`config.mk`:
```
export PLATFORM = sky130hd
export DESIGN_NAME = aoi_pipe_flat
export DESIGN_NICKNAME = d
export VERILOG_FILES = /design/src/rtl/aoi_pipe_if.sv /design/src/rtl/aoi_pipe.sv /design/src/flat_wrapper.sv
export SDC_FILE = /design/constraint.sdc
export NUM_CORES = 1
export LEC_CHECK = 0
export ABC_AREA = 1
export CORE_MARGIN = 2
export CORE_UTILIZATION = 25
export DETAILED_ROUTE_END_ITERATION = 8
export HOLD_SLACK_MARGIN = 0.06
export SYNTH_ARGS = -nofsm -noshare
export SYNTH_HDL_FRONTEND = slang
export SYNTH_SLANG_ARGS = --single-unit
export TNS_END_PERCENT = 10
```
`constraint.sdc`:
```
create_clock -name clk -period 3.3 [get_ports clk]
set_clock_uncertainty 0.2 [all_clocks]
set_input_delay 0.66 -clock clk [delete_from_list [all_inputs] [get_ports clk]]
set_output_delay 0.66 -clock clk [all_outputs]
set_load 0.02 [all_outputs]
```
`src/rtl/aoi_pipe_if.sv`:
```
// Handshake bundle for aoi_pipe: operand/mode request side and result/count response side.
// The block itself is the slave; the producer/consumer pair around it is the master.
interface aoi_pipe_if #(
  parameter int WIDTH   = 8,
  parameter int GROUPS  = 2,
  parameter int TERM_IN = 2,
  parameter int CNT_W   = 16
);
  logic                              in_valid;
  logic                              in_ready;
  logic [GROUPS*TERM_IN*WIDTH-1:0]   in_data;
  logic [1:0]                        in_mode;
  logic                              out_valid;
  logic                              out_ready;
  logic [WIDTH-1:0]                  out_data;
  logic [CNT_W-1:0]                  op_count;

  modport master (
    output in_valid, in_data, in_mode, out_ready,
    input  in_ready, out_valid, out_data, op_count
  );

  modport slave (
    input  in_valid, in_data, in_mode, out_ready,
    output in_ready, out_valid, out_data, op_count
  );
endinterface

```
`src/rtl/aoi_pipe.sv`:
```
// Pipelined AOI/AO/OAI/OA array; 2-cycle latency, one result per cycle.
// Backpressure: out stage holds on !out_ready, stage 1 holds behind it; in_ready drops only when both are full.
module aoi_pipe #(
  parameter int WIDTH   = 8,
  parameter int GROUPS  = 2,
  parameter int TERM_IN = 2,
  parameter int CNT_W   = 16
) (
  input  logic        clk,
  input  logic        rst_n,
  aoi_pipe_if.slave   bus
);

  // Mode travels alongside the first-level terms so in-flight results never see a later in_mode.
  typedef struct packed {
    logic [1:0]                    mode;
    logic [GROUPS-1:0][WIDTH-1:0]  terms;
  } s1_t;

  s1_t              s1_d;
  s1_t              s1_q;
  logic             s1_valid;
  logic             out_valid_q;
  logic [WIDTH-1:0] out_data_q;
  logic [WIDTH-1:0] comb;
  logic [CNT_W-1:0] op_count_q;
  logic             ld2;
  logic             in_xfer;
  logic             out_xfer;

  assign ld2      = !out_valid_q || bus.out_ready;
  assign in_xfer  = bus.in_valid && bus.in_ready;
  assign out_xfer = out_valid_q && bus.out_ready;

  assign bus.in_ready  = !s1_valid || ld2;
  assign bus.out_valid = out_valid_q;
  assign bus.out_data  = out_data_q;
  assign bus.op_count  = op_count_q;

  // mode[1] selects OR-terms / AND-combine; mode[0]=0 selects the inverted output.
  always_comb begin
    s1_d      = '0;
    s1_d.mode = bus.in_mode;
    for (int g = 0; g < GROUPS; g++) begin
      s1_d.terms[g] = bus.in_mode[1] ? '0 : '1;
      for (int t = 0; t < TERM_IN; t++) begin
        if (bus.in_mode[1])
          s1_d.terms[g] = s1_d.terms[g] | bus.in_data[((g*TERM_IN)+t)*WIDTH +: WIDTH];
        else
          s1_d.terms[g] = s1_d.terms[g] & bus.in_data[((g*TERM_IN)+t)*WIDTH +: WIDTH];
      end
    end
  end

  always_comb begin
    comb = s1_q.mode[1] ? '1 : '0;
    for (int g = 0; g < GROUPS; g++) begin
      if (s1_q.mode[1])
        comb = comb & s1_q.terms[g];
      else
        comb = comb | s1_q.terms[g];
    end
    if (!s1_q.mode[0])
      comb = ~comb;
  end

  always_ff @(posedge clk or negedge rst_n) begin
    if (!rst_n) begin
      s1_valid    <= 1'b0;
      s1_q        <= '0;
      out_valid_q <= 1'b0;
      out_data_q  <= '0;
      op_count_q  <= '0;
    end else begin
      if (in_xfer) begin
        s1_q     <= s1_d;
        s1_valid <= 1'b1;
      end else if (ld2) begin
        s1_valid <= 1'b0;
      end

      if (ld2) begin
        out_valid_q <= s1_valid;
        if (s1_valid)
          out_data_q <= comb;
      end

      if (out_xfer)
        op_count_q <= op_count_q + CNT_W'(1);
    end
  end

endmodule

```
`src/flat_wrapper.sv`:
```
// flat-port wrapper written by rule: the top's interface ports become plain ports
module aoi_pipe_flat 
#(
  parameter int WIDTH   = 8,
  parameter int GROUPS  = 2,
  parameter int TERM_IN = 2,
  parameter int CNT_W   = 16
)
  (clk, rst_n, bus_in_valid, bus_in_data, bus_in_mode, bus_out_ready, bus_in_ready, bus_out_valid, bus_out_data, bus_op_count);
  aoi_pipe_if #(.WIDTH(WIDTH), .GROUPS(GROUPS), .TERM_IN(TERM_IN), .CNT_W(CNT_W)) bus_i ();
  input  logic clk;
  input  logic rst_n;
  input wire logic [$bits(bus_i.in_valid)-1:0] bus_in_valid;
  input wire logic [$bits(bus_i.in_data)-1:0] bus_in_data;
  input wire logic [$bits(bus_i.in_mode)-1:0] bus_in_mode;
  input wire logic [$bits(bus_i.out_ready)-1:0] bus_out_ready;
  output wire logic [$bits(bus_i.in_ready)-1:0] bus_in_ready;
  output wire logic [$bits(bus_i.out_valid)-1:0] bus_out_valid;
  output wire logic [$bits(bus_i.out_data)-1:0] bus_out_data;
  output wire logic [$bits(bus_i.op_count)-1:0] bus_op_count;
  assign bus_i.in_valid = bus_in_valid;
  assign bus_i.in_data = bus_in_data;
  assign bus_i.in_mode = bus_in_mode;
  assign bus_i.out_ready = bus_out_ready;
  assign bus_in_ready = bus_i.in_ready;
  assign bus_out_valid = bus_i.out_valid;
  assign bus_out_data = bus_i.out_data;
  assign bus_op_count = bus_i.op_count;
  aoi_pipe #(.WIDTH(WIDTH), .GROUPS(GROUPS), .TERM_IN(TERM_IN), .CNT_W(CNT_W)) u_core (.clk(clk), .rst_n(rst_n), .bus(bus_i));
endmodule
```
After elaboration in Yosys (flattened, before gate mapping)
Index checks and enable logic that the tools add are counted.

operators by class
  shifts and indexed selects = 0
  divide/modulo/power cells = 0
  reduce and logical (&&, ||, !) cells = 8
  magnitude comparators = 0
  $mul = 0
  multiplexer cells = 11
  equal/unequal tests = 0
  bitwise operators = 13
  add/sub/neg operators = 1

operator list
  cell                                            count
  2-to-1 mux 8 bit                                9
  AND 8 bit                                       6
  OR 8 bit                                        6
  adder 16 x 1 -> 16 bit (second input constant)  1
  NOT 8 bit                                       1
  logical AND 1 bit                               2
  logical NOT 1 bit                               2
  logical OR 1 bit                                2
  2-to-1 mux 1 bit                                2
  AND reduction 2 bit                             1
  nonzero test 2 bit                              1

storage, ports and cells
  bits in read-only memories = 0
  bits in latches = 0
  memories kept = 0
  register bits = 44
  RAM bits = 0

Depth between registers and ports, before layout
  depth in word-level cells = 7
  gate-level depth with buffers = 7
  gate-level depth less buffers = 7

Worst setup path after synthesis
Ideal clock, no wire load.

  path type = input to output
  start point = input port bus_out_ready
  end point = output port bus_in_ready
  setup slack = 1.559 ns
  stages on the path = 2
  arrival = 0.881 ns
  buffers on the path = 0
  data required time = 2.440 ns
  cells stage by stage = inv_1 > nand3_2

on the way
  longest elaborated chain between the ends = 2

RTL lines
  item              RTL line            RTL
  start, declared   flat_wrapper.sv:16  input wire logic [$bits(bus_i.out_ready)-1:0] bus_out_ready;
  logical OR 1 bit  aoi_pipe.sv:31      assign ld2 = !out_valid_q || bus.out_ready;
  logical OR 1 bit  aoi_pipe.sv:35      assign bus.in_ready = !s1_valid || ld2;
  end, declared     flat_wrapper.sv:17  output wire logic [$bits(bus_i.in_ready)-1:0] bus_in_ready;

No other way between the ends.

Worst setup path in the final report
Same ends and word-level chain as after synthesis.

==> metrics.md <==
| Metric | Value |
|---|---|
| CP Class | `in -> out` |
| Layout cells sized above 1 | `8.50%` |
| Drt total wl | `4900 microns` |
| Post-CTS Setup Bufs | `0` |
| IO Port Bufs | `between 60 and 70` |
| Die width | `around 100 microns` |
| Dominant cell type by area after synthesis | `dfrtp_1` |
| Syn nets | `around 330` |
| Overflow after GRT | `0` |
| H-tree depth | `2` |
| Sum Neg Setup Slack | `0 ns` |
| Via/cell ratio | `between 4 and 5` |
| Total power | `roughly 0.0018 W` |
| Final #Nets | `about 400` |
| Reg2Reg Setup Slack | `about 1.8 ns` |
| Number of cell rows | `35` |
| WL/cell | `10.6 microns` |
| Req. time, crit path | `between 2 and 2.5 ns` |
| Post-synth top area share | `between 40% and 50%` |
| Crit end category | `output port` |
| Hold Violations, Final | `0` |
| Max Cap Viol | `0` |
| Crit path DAT | `between 1.5 and 2 ns` |
| Hold path depth | `2` |
| Hold_sp | `u_core.bus.out_data[5]$_DFFE_PN0P_` |
| Initial DRC count | `63` |
| PwrDens | `around 560 mW/mm^2` |
| Residual DRC | `0` |
| Rel. slew slack | `a little over a third` |
| CTS tree | `built` |
| Peak Freq | `~0.35 GHz` |
| Routed Antenna Nets | `0` |
| RSZ-0062 raised after global routing | `false` |
| IO Count | `64` |
| Register area share after synthesis | `between 40% and 50%` |
| R2R depth | `5` |
| Synth Register Bits | `44` |
| Die Y | `101 microns` |
| Period minus WS final | `roughly 2.8 ns` |
| Largest net degree at the start of global routing | `45` |
| Initial core utilization | `approximately a quarter` |
| Final period util | `between 80% and 90%` |
| CP Max Fanout | `3` |
| Most frequent cells after synthesis | `nand2_1 (84), dfrtp_1 (44), inv_1 (29), nor2_1 (29), nand3_1 (23)` |
| TritonCTS buffer count | `5` |
| Area delta synth->final | `36.0%` |
| Simple-Gate Fraction of Synth Area | `about 28%` |
| Core region area | `between 0.009 and 0.01 sq mm` |
| Slew Limit Fails | `0` |
| Drt pass-1 iters | `4` |
| RePlAce Congestion | `0.813` |
| Fillers | `roughly 980` |
| Synth warn | `0` |
| Placed Area | `around 0.0031 sq mm` |
| Mux contribution to synthesized area | `0.482%` |
| Count leader, synth | `nand2_1` |
| XOR/XNOR share of the synthesized area | `around 3.7%` |
| Distinct cells, synth | `25` |
| Detailed Place HPWL | `about 3800 microns` |
| Synth Flop Type | `dfrtp_1` |
| Worst path most repeated cell | `clkdlybuf4s50_1` |
| Syn avg cell area | `roughly 8 sq um` |
| Global-route wire length before repair | `around 8500 microns` |
| LEAKAGE | `around 1.5 nW` |
| CP Launch Type | `input pin` |
| Synth Area in Adders | `0.536%` |
| CP max stage cell | `clkdlybuf4s50_1` |
| Post-synth EDFFs | `0` |
| Worst skew pair latency | `~0.30 ns` |
| WHS | `around 0.28 ns` |
| CP bufs+invs | `3` |
| Compound-Gate Fraction of Synth Area | `between 10% and 20%` |
| Critical Path Max Stage Delay | `~0.61 ns` |
| CTS max path bufs | `2` |
| Hold Crit Class | `reg -> reg` |
| Family with the most delay on the worst path | `buffers and inverters` |
| Root Buffer | `clkbuf_8` |
| Max VDD drop | `roughly 0.00019 V` |
| FF-to-FF Start | `u_core.bus.op_count[0]$_DFFE_PN0P_` |
| Top cells by area, synth | `dfrtp_1 (47%), nand2_1 (13%), o31ai_2 (5.4%)` |
| # hold bufs at CTS | `0` |
| Post-Syn Area | `about 0.0023 sq mm` |
| Slew @ Worst Pin | `just under 1 ns` |
| Synthesized instance count | `288` |
| Outcome | `finished, final reports clean` |
| Clock-pin slew on the worst setup and hold paths | `approximately 0.09 ns` |
| Final setup vio count | `0` |
| Routed via count | `about 2.0k` |
| Die ar. | `0.0101 sq mm` |
| R2R Path End | `u_core.bus.op_count[10]$_DFFE_PN0P_` |
| Post-CTS Resized | `0` |
| GR Util All Layers | `10.3%` |
| Fin area | `0.00318 sq mm` |
| # diodes | `0` |
| Largest family of logic cells by synthesized area | `simple AND/OR/NAND/NOR gates` |
| Vias in the first global route | `1892` |
| Cell Chain, Critical Path | `clkdlybuf4s50_1, inv_1, nand3_2, clkdlybuf4s50_1` |
| Sink Count | `44` |
| Initial antenna violation count | `0` |
| Hold Path Sink | `u_core.bus.out_data[5]$_DFFE_PN0P_` |
| Asr flop ratio synth | `between 90% and 100%` |
==> report_power, final <==
group / leakage [nW] / switching [W] / internal, W
Combinational: 0.854 / 0.000326 / 0.000279
Clock: 0.0583 / 0.000200 / 0.000228
Sequential: 0.544 / 0.0000939 / 0.000651
==> metrics by stage <==
stage,utilization (%),worst slack (ns),cells
final,34.7,0.462,464
after global routing,34.7,0.401,464
after CTS,34.7,0.455,464
after detailed placement,33.5,0.463,456
after global placement,33.5,0.473,456
after floorplan,-,1.56,288
==> cell usage in the layout, fill, tap and decap left out, types with 2 or more instances in the layout <==
cell	count
o21ai_0	10
inv_1	29
o31ai_2	10
nand3_1	23
xor2_1	6
xnor2_1	4
nand2_1	84
nand4_1	6
a21oi_1	17
o31ai_1	6
dfrtp_1	44
clkinv_4	2
clkdlybuf4s50_1	62
nor2_2	4
nor2_1	29
nand2_2	2
clkbuf_8	5
==> worst max path at each step <==
stage / from / endpoint / slack, ns / depth (start not counted)
global placement: bus_out_ready / bus_in_ready / 0.47 / 4
global route: bus_out_ready / bus_in_ready / 0.40 / 4
floorplan: bus_out_ready / bus_in_ready / 1.56 / 2
detailed placement: bus_out_ready / bus_in_ready / 0.46 / 4
finish: bus_out_ready / bus_in_ready / 0.46 / 4
CTS: bus_out_ready / bus_in_ready / 0.45 / 4
==> tightest hold or removal path, delay by kind of cell, from the launching register on <==
family,cells,cell delay (ns)
DFF,1,0.35
and+or+nand+nor,2,0.10
==> metal layers <==
layer	track usage, %	vias up	part of all wire [%]	wire (microns)
met5	0	-	0	0
met4	2.85	0	0.80	39
met3	2.57	7	6.7	327
met2	17.5	60	45	2220
met1	13.0	868	47	2310
li1	-	1064	-	-
==> layout make-up <==
type	instances	area, sq um	share of cell area [%]
sequential	44	1100	34.6
inverter	30	113	3.54
tap	111	139	4.37
clock inverter	3	47.5	1.50
clock buffer	5	68.8	2.17
multi-input combinational	207	1080	33.9
timing repair buffer	64	633	19.9
==> state kept, by name, indices dropped and copies added, names as in the netlist <==
signal                cells
u_core.bus.out_data       8
u_core.bus.out_valid      1
u_core.bus.op_count      16
u_core.s1_valid           1
u_core.s1_q              18
==> cells by family after synthesis <==
logic type,Yosys count
AOI/OAI and AO/OA,43
xor gates and xnor gates,10
adders and majority gates,1
buffers and inverters,37
DFF,44
muxes,1
and+or+nand+nor,152
(Power assumes the default switching activity.)
==> RTL change 1 (config.mk and constraints unchanged) <==
`CNT_W` is set to 16 in 3 places; all go to 32.
--- a/src/rtl/aoi_pipe_if.sv
+++ b/src/rtl/aoi_pipe_if.sv
@@ -6,3 +6,3 @@
   parameter int TERM_IN = 2,
-  parameter int CNT_W   = 16
+  parameter int CNT_W   = 32
 );
--- a/src/rtl/aoi_pipe.sv
+++ b/src/rtl/aoi_pipe.sv
@@ -6,3 +6,3 @@
   parameter int TERM_IN = 2,
-  parameter int CNT_W   = 16
+  parameter int CNT_W   = 32
 ) (
--- a/src/flat_wrapper.sv
+++ b/src/flat_wrapper.sv
@@ -6,3 +6,3 @@
   parameter int TERM_IN = 2,
-  parameter int CNT_W   = 16
+  parameter int CNT_W   = 32
 )
Interface: changed (resized bus_op_count); port bits go from 64 to 80. The function was not compared with the original's and may differ.
==> RTL change 1 against the unedited design <==
- design area grew 37%
- register-to-register slack worse by 0.19 ns
- critical path type unchanged
- wire length increased by 47%
- power increased by 33%
- core utilization grew 1.3 points
- highest routed layer unchanged
- worst setup slack improved by 0.0029 ns
- via count grew 33%
- final cell count rose by 36%
- area after synthesis grew 33%
- sequential cell count increased by 16
==> RTL change 1: results (changes against the unedited design) <==
| Metric | Value |
|---|---|
| DR iter-0 viols | 65 (+3.2%) |
| Status | finished, final reports clean |
| Largest register FFs | 32 (+14) |
| Reg2Reg Setup Slack | 1.57 ns (-0.19 ns) |
| Register area | 1500 µm² (+36%) |
| Number of global-route vias before repair | 2,694 (+42%) |
| Largest net degree at the start of global routing | 61 (+36%) |
| Synth cell count leaders | nand2_1, dfrtp_1, nor2_1, inv_1, a21oi_1 |
| Port buffer count | 79 (+25%) |
| Die area | 13,400 µm² (+32%) |
| CTS buffer count | 9 (+4) |
| Ranking of synthesized cells by area | dfrtp_1, nand2_1, nor2_1, inv_1, o31ai_1 |
| Clk. pwr | 0.859 mW (+100%) |
| Sequential share of the synthesized area | 48.2% (+1.0 points) |
| Placed cell area | 4090 µm² (+34%) |
| Clk Latency, worst-skew pair | 0.33 ns (+0.03 ns) |
| Post-DP HPWL | 5.53 mm (+47%) |
| Syn Area/Cell | 8.27 µm² (+2.0%) |
| Power share of the sequential group | 39.8% (-2.1 points) |
| Sw Ratio | 30.4% (-4.5 points) |
| Seq/total area | 34.4% (-0.24 points) |
| Post-layout min period | 2.83 ns (-0.00291 ns) |
| Layout cells sized above 1 | 7.74% (-0.76 points) |
| CTS Root Cell | clkbuf_16 |
| Leakage | 1.93 nW (+32%) |
| FFs w/ async S/R, synth | 100% (unchanged) |
| CP max stage delay | 0.63 ns (+0.02 ns) |
| Worst vdd ir | 199 µV (+2.2%) |
| Max_slew headroom | 49.2% (+14 points) |
| Min Hold Slack | 0.278 ns (-0.00635 ns) |
| Setup repair bufs after CTS | 0 (unchanged) |
| Worst-case reg-to-reg path depth | 8 (+3) |
| Final nets | 500 (+28%) |
| Tap cells | 168 (+51%) |
| Filler instances | 1,277 (+30%) |
| Drt wl/cell | 11.4 µm (+7.7%) |
| Inverters | 34 (+13%) |
| Non-clk buf share | 18.3% (-1.6 points) |
| CTS clk-pin slew, worst paths | 0.05 ns (-0.04 ns) |
| Total GRT Usage | 11.8% (+1.5 points) |
| RR Endpoint | u_core.bus.op_count[28]$_DFFE_PN0P_ |
| Min-delay worst type | input pin to asynchronous set/reset pin |
| Clock network area share | 6.19% (+2.5 points) |
| Nonclk buf count | 81 (+27%) |
| Total power | 2.37 mW (+33%) |
| Setup Slack @ Placement | 0.460 ns (-0.00335 ns) |
| Mapped Nets | 416 (+27%) |
| H-tree levels | 3 (+1) |
| Resized cells post-CTS | 0 (unchanged) |
| Placed Cells | 618 (+36%) |
| Global-route wire length before repair | 12.2 mm (+44%) |
| GP Congestion | 0.876 (+7.8%) |
RTL change 1: logic make-up after synthesis:
| family | after synthesis | synth area share [%] |
|---|---|---|
| xor gates and xnor gates | 25 | 7.02 |
| buffers and inverters | 42 | 5.22 |
| and+or+nand+nor | 194 | 28.6 |
| AOI/OAI and AO/OA | 53 | 9.99 |
| DFF | 60 | 48.2 |
| adders and majority gates | 3 | 1.04 |
RTL change 1: worst min-delay path by stage:
stage,end
after floorplan,u_core.bus.op_count[0]$_DFFE_PN0P_
after global placement,u_core.bus.out_data[6]$_DFFE_PN0P_
after detailed placement,u_core.s1_q[2]$_DFFE_PN0P_
after CTS,u_core.s1_q[2]$_DFFE_PN0P_
after global routing,u_core.s1_q[10]$_DFFE_PN0P_
final,u_core.s1_q[10]$_DFFE_PN0P_
RTL change 1: per-layer routing:
metal,GRT usage [%],vias to the layer above,part of all wire (%)
li1,-,1399,-
met1,13.8,1167,44
met2,19.4,70,47
met3,4.60,13,7.7
met4,4.68,0,1.6
met5,0,-,0
==> RTL change 2 (same flow settings) <==
Made on the original files. Make the reset (`rst_n`) synchronous in one clocked block.
--- a/src/rtl/aoi_pipe.sv
+++ b/src/rtl/aoi_pipe.sv
@@ -66,3 +66,3 @@
 
-  always_ff @(posedge clk or negedge rst_n) begin
+  always_ff @(posedge clk) begin
     if (!rst_n) begin
Formal check against the unedited RTL: differs if rst_n is asserted again (counterexample within 4 cycles, from zero or initial values and one cycle with rst_n low); with rst_n held inactive, the same outputs for 10 cycles.
==> RTL change 2 against the unedited design <==
- sequential cell count is the same
- wire length is 11% higher
- worst setup slack got worse by 0.0064 ns
- highest routed layer unchanged
- area after synthesis is 4.4% lower
- die area is 4.3% lower
- count of clock-buffer cells in the layout is the same
- sequential share of layout area decreased by 5.7 points
- design area is 4.3% lower
Power is not compared: it rests on default switching activity, and its combinational part moved more than twofold at a synthesized area within 25%.
==> RTL change 2: results (changes against the unedited design) <==
| Metric | Value |
|---|---|
| Drt wl/cell | 10.8 µm (+2.7%) |
| Syn Area/Cell | 6.68 µm² (-18%) |
| Mapped Nets | 373 (+14%) |
| Hold worst-path end | u_core.bus.out_data[3]$_SDFFE_PN0P_ |
| Synth cell types | 24 (-4.0%) |
| Post-DP HPWL | 4.19 mm (+12%) |
| Tightest Pin Transition | 0.646 ns (-0.324 ns) |
| Mux contribution to synthesized area | 0% (-0.48 points) |
| Met2 WL | 2.58 mm (+16%) |
| Final nets | 434 (+11%) |
| Layout cells sized above 1 | 5.06% (-3.4 points) |
| Xor/xnor share of the synthesized area | 0% (-3.7 points) |
| Crit Reg-Reg Startpoint | u_core.bus.out_valid$_SDFFE_PN0P_ |
| Routed vias/inst | 4.54 (+5.5%) |
| Crit Path Max Fanout | 5 (+2) |
| Status | finished, final reports clean |
| Synth cell count leaders | nor2_1, nand2_1, dfxtp_1, o21ai_0, inv_1 |
| Total GRT Usage | 11.7% (+1.4 points) |
| FFs w/ async S/R, synth | 0% (-100 points) |
| Reg2Reg Setup Slack | 1.58 ns (-0.18 ns) |
| Met1 global-route usage | 14.2% (+1.3 points) |
| Placed Cells | 496 (+8.8%) |
| Met3 wire length | 314 µm (-4.0%) |
| DR iter-0 viols | 80 (+27%) |
| Compound-Gate Fraction of Synth Area | 12.7% (-0.40 points) |
| Final Cell Area | 3040 µm² (-4.3%) |
| Port buffer count | 63 (unchanged) |
| Top reg by flops | u_core.s1_q |
| Sequential share of the synthesized area | 39.5% (-7.7 points) |
| Number of global-route vias before repair | 2,162 (+14%) |
| Vias post-DR | 2,286 (+14%) |
| Top_reg_cell synth | dfxtp_1 |
| Hold path start | u_core.bus.out_data[3]$_SDFFE_PN0P_ |
| RR Endpoint | u_core.s1_q[10]$_SDFFE_PN0P_ |
| Met3 Use GR | 3.19% (+0.63 points) |
| Largest net degree at the start of global routing | 22 (-51%) |
| Global-route wire length before repair | 9.39 mm (+11%) |
| Met2 usage | 20.2% (+2.7 points) |
| Met1 WL | 2.49 mm (+7.4%) |
| Adder and majority gate portion of the synthesized area | 7.74% (+7.2 points) |
| GP Congestion | 0.844 (+3.9%) |
| Ranking of synthesized cells by area | dfxtp_1, nor2_1, nand2_1, o21ai_0, maj3_1 |
| H-tree levels | 2 (unchanged) |
| Filler instances | 958 (-2.4%) |
## RTL change 2: cell types whose count changed in the layout (fill, tap and decap cells not counted), sizes merged, moves of 26 or more
cell   unedited run  this run
dfxtp             0        44
o21ai            10        37
nor2             33        79
dfrtp            44         0
nand2            87        61
## RTL change 2: per-stage QoR
step                      utilization [%]  setup WS [ns]  hold WS (ns)
after floorplan                         -           1.55         0.290
after global placement               34.1          0.462         0.254
after detailed placement             34.1          0.451         0.267
after CTS                            35.1          0.449         0.280
after global routing                 35.1          0.393         0.311
final                                35.1          0.456         0.278
## RTL change 2: area by class of cell
type	instances	area, µm²	area share (%)
clock buffers	5	68.8	2.26
flip-flops and latches	44	881	28.9
inverters	39	146	4.81
multi-input cells	240	1150	37.9
repair buffers	65	646	21.2
well taps	108	135	4.44
clock inverters	2	12.5	0.411
## RTL change 2: worst max-delay path by stage
stage,from,to,slack (ns),cells past startpoint
final,bus_out_ready,bus_in_ready,0.46,4
after global routing,bus_out_ready,bus_in_ready,0.39,4
after CTS,bus_out_ready,bus_in_ready,0.45,4
after detailed placement,bus_out_ready,bus_in_ready,0.45,4
after global placement,bus_out_ready,bus_in_ready,0.46,4
after floorplan,bus_in_mode[1],u_core.s1_q[10]$_SDFFE_PN0P_,1.55,5
## RTL change 2: cell families after synthesis
| logic type | Yosys count |
|---|---|
| flops | 44 |
| simple gates | 167 |
| buf+inv | 50 |
| fa+ha+maj | 17 |
| compound gates | 56 |
## RTL change 2: power groups by stage
stage	Combinational (mW)	Sequential, mW	Clock [mW]
floorplan	0.0976	0.595	0
global placement	0.188	0.588	0
detailed placement	0.192	0.589	0
CTS	0.193	0.576	0.341
global route	0.215	0.581	0.363
finish	0.189	0.576	0.328
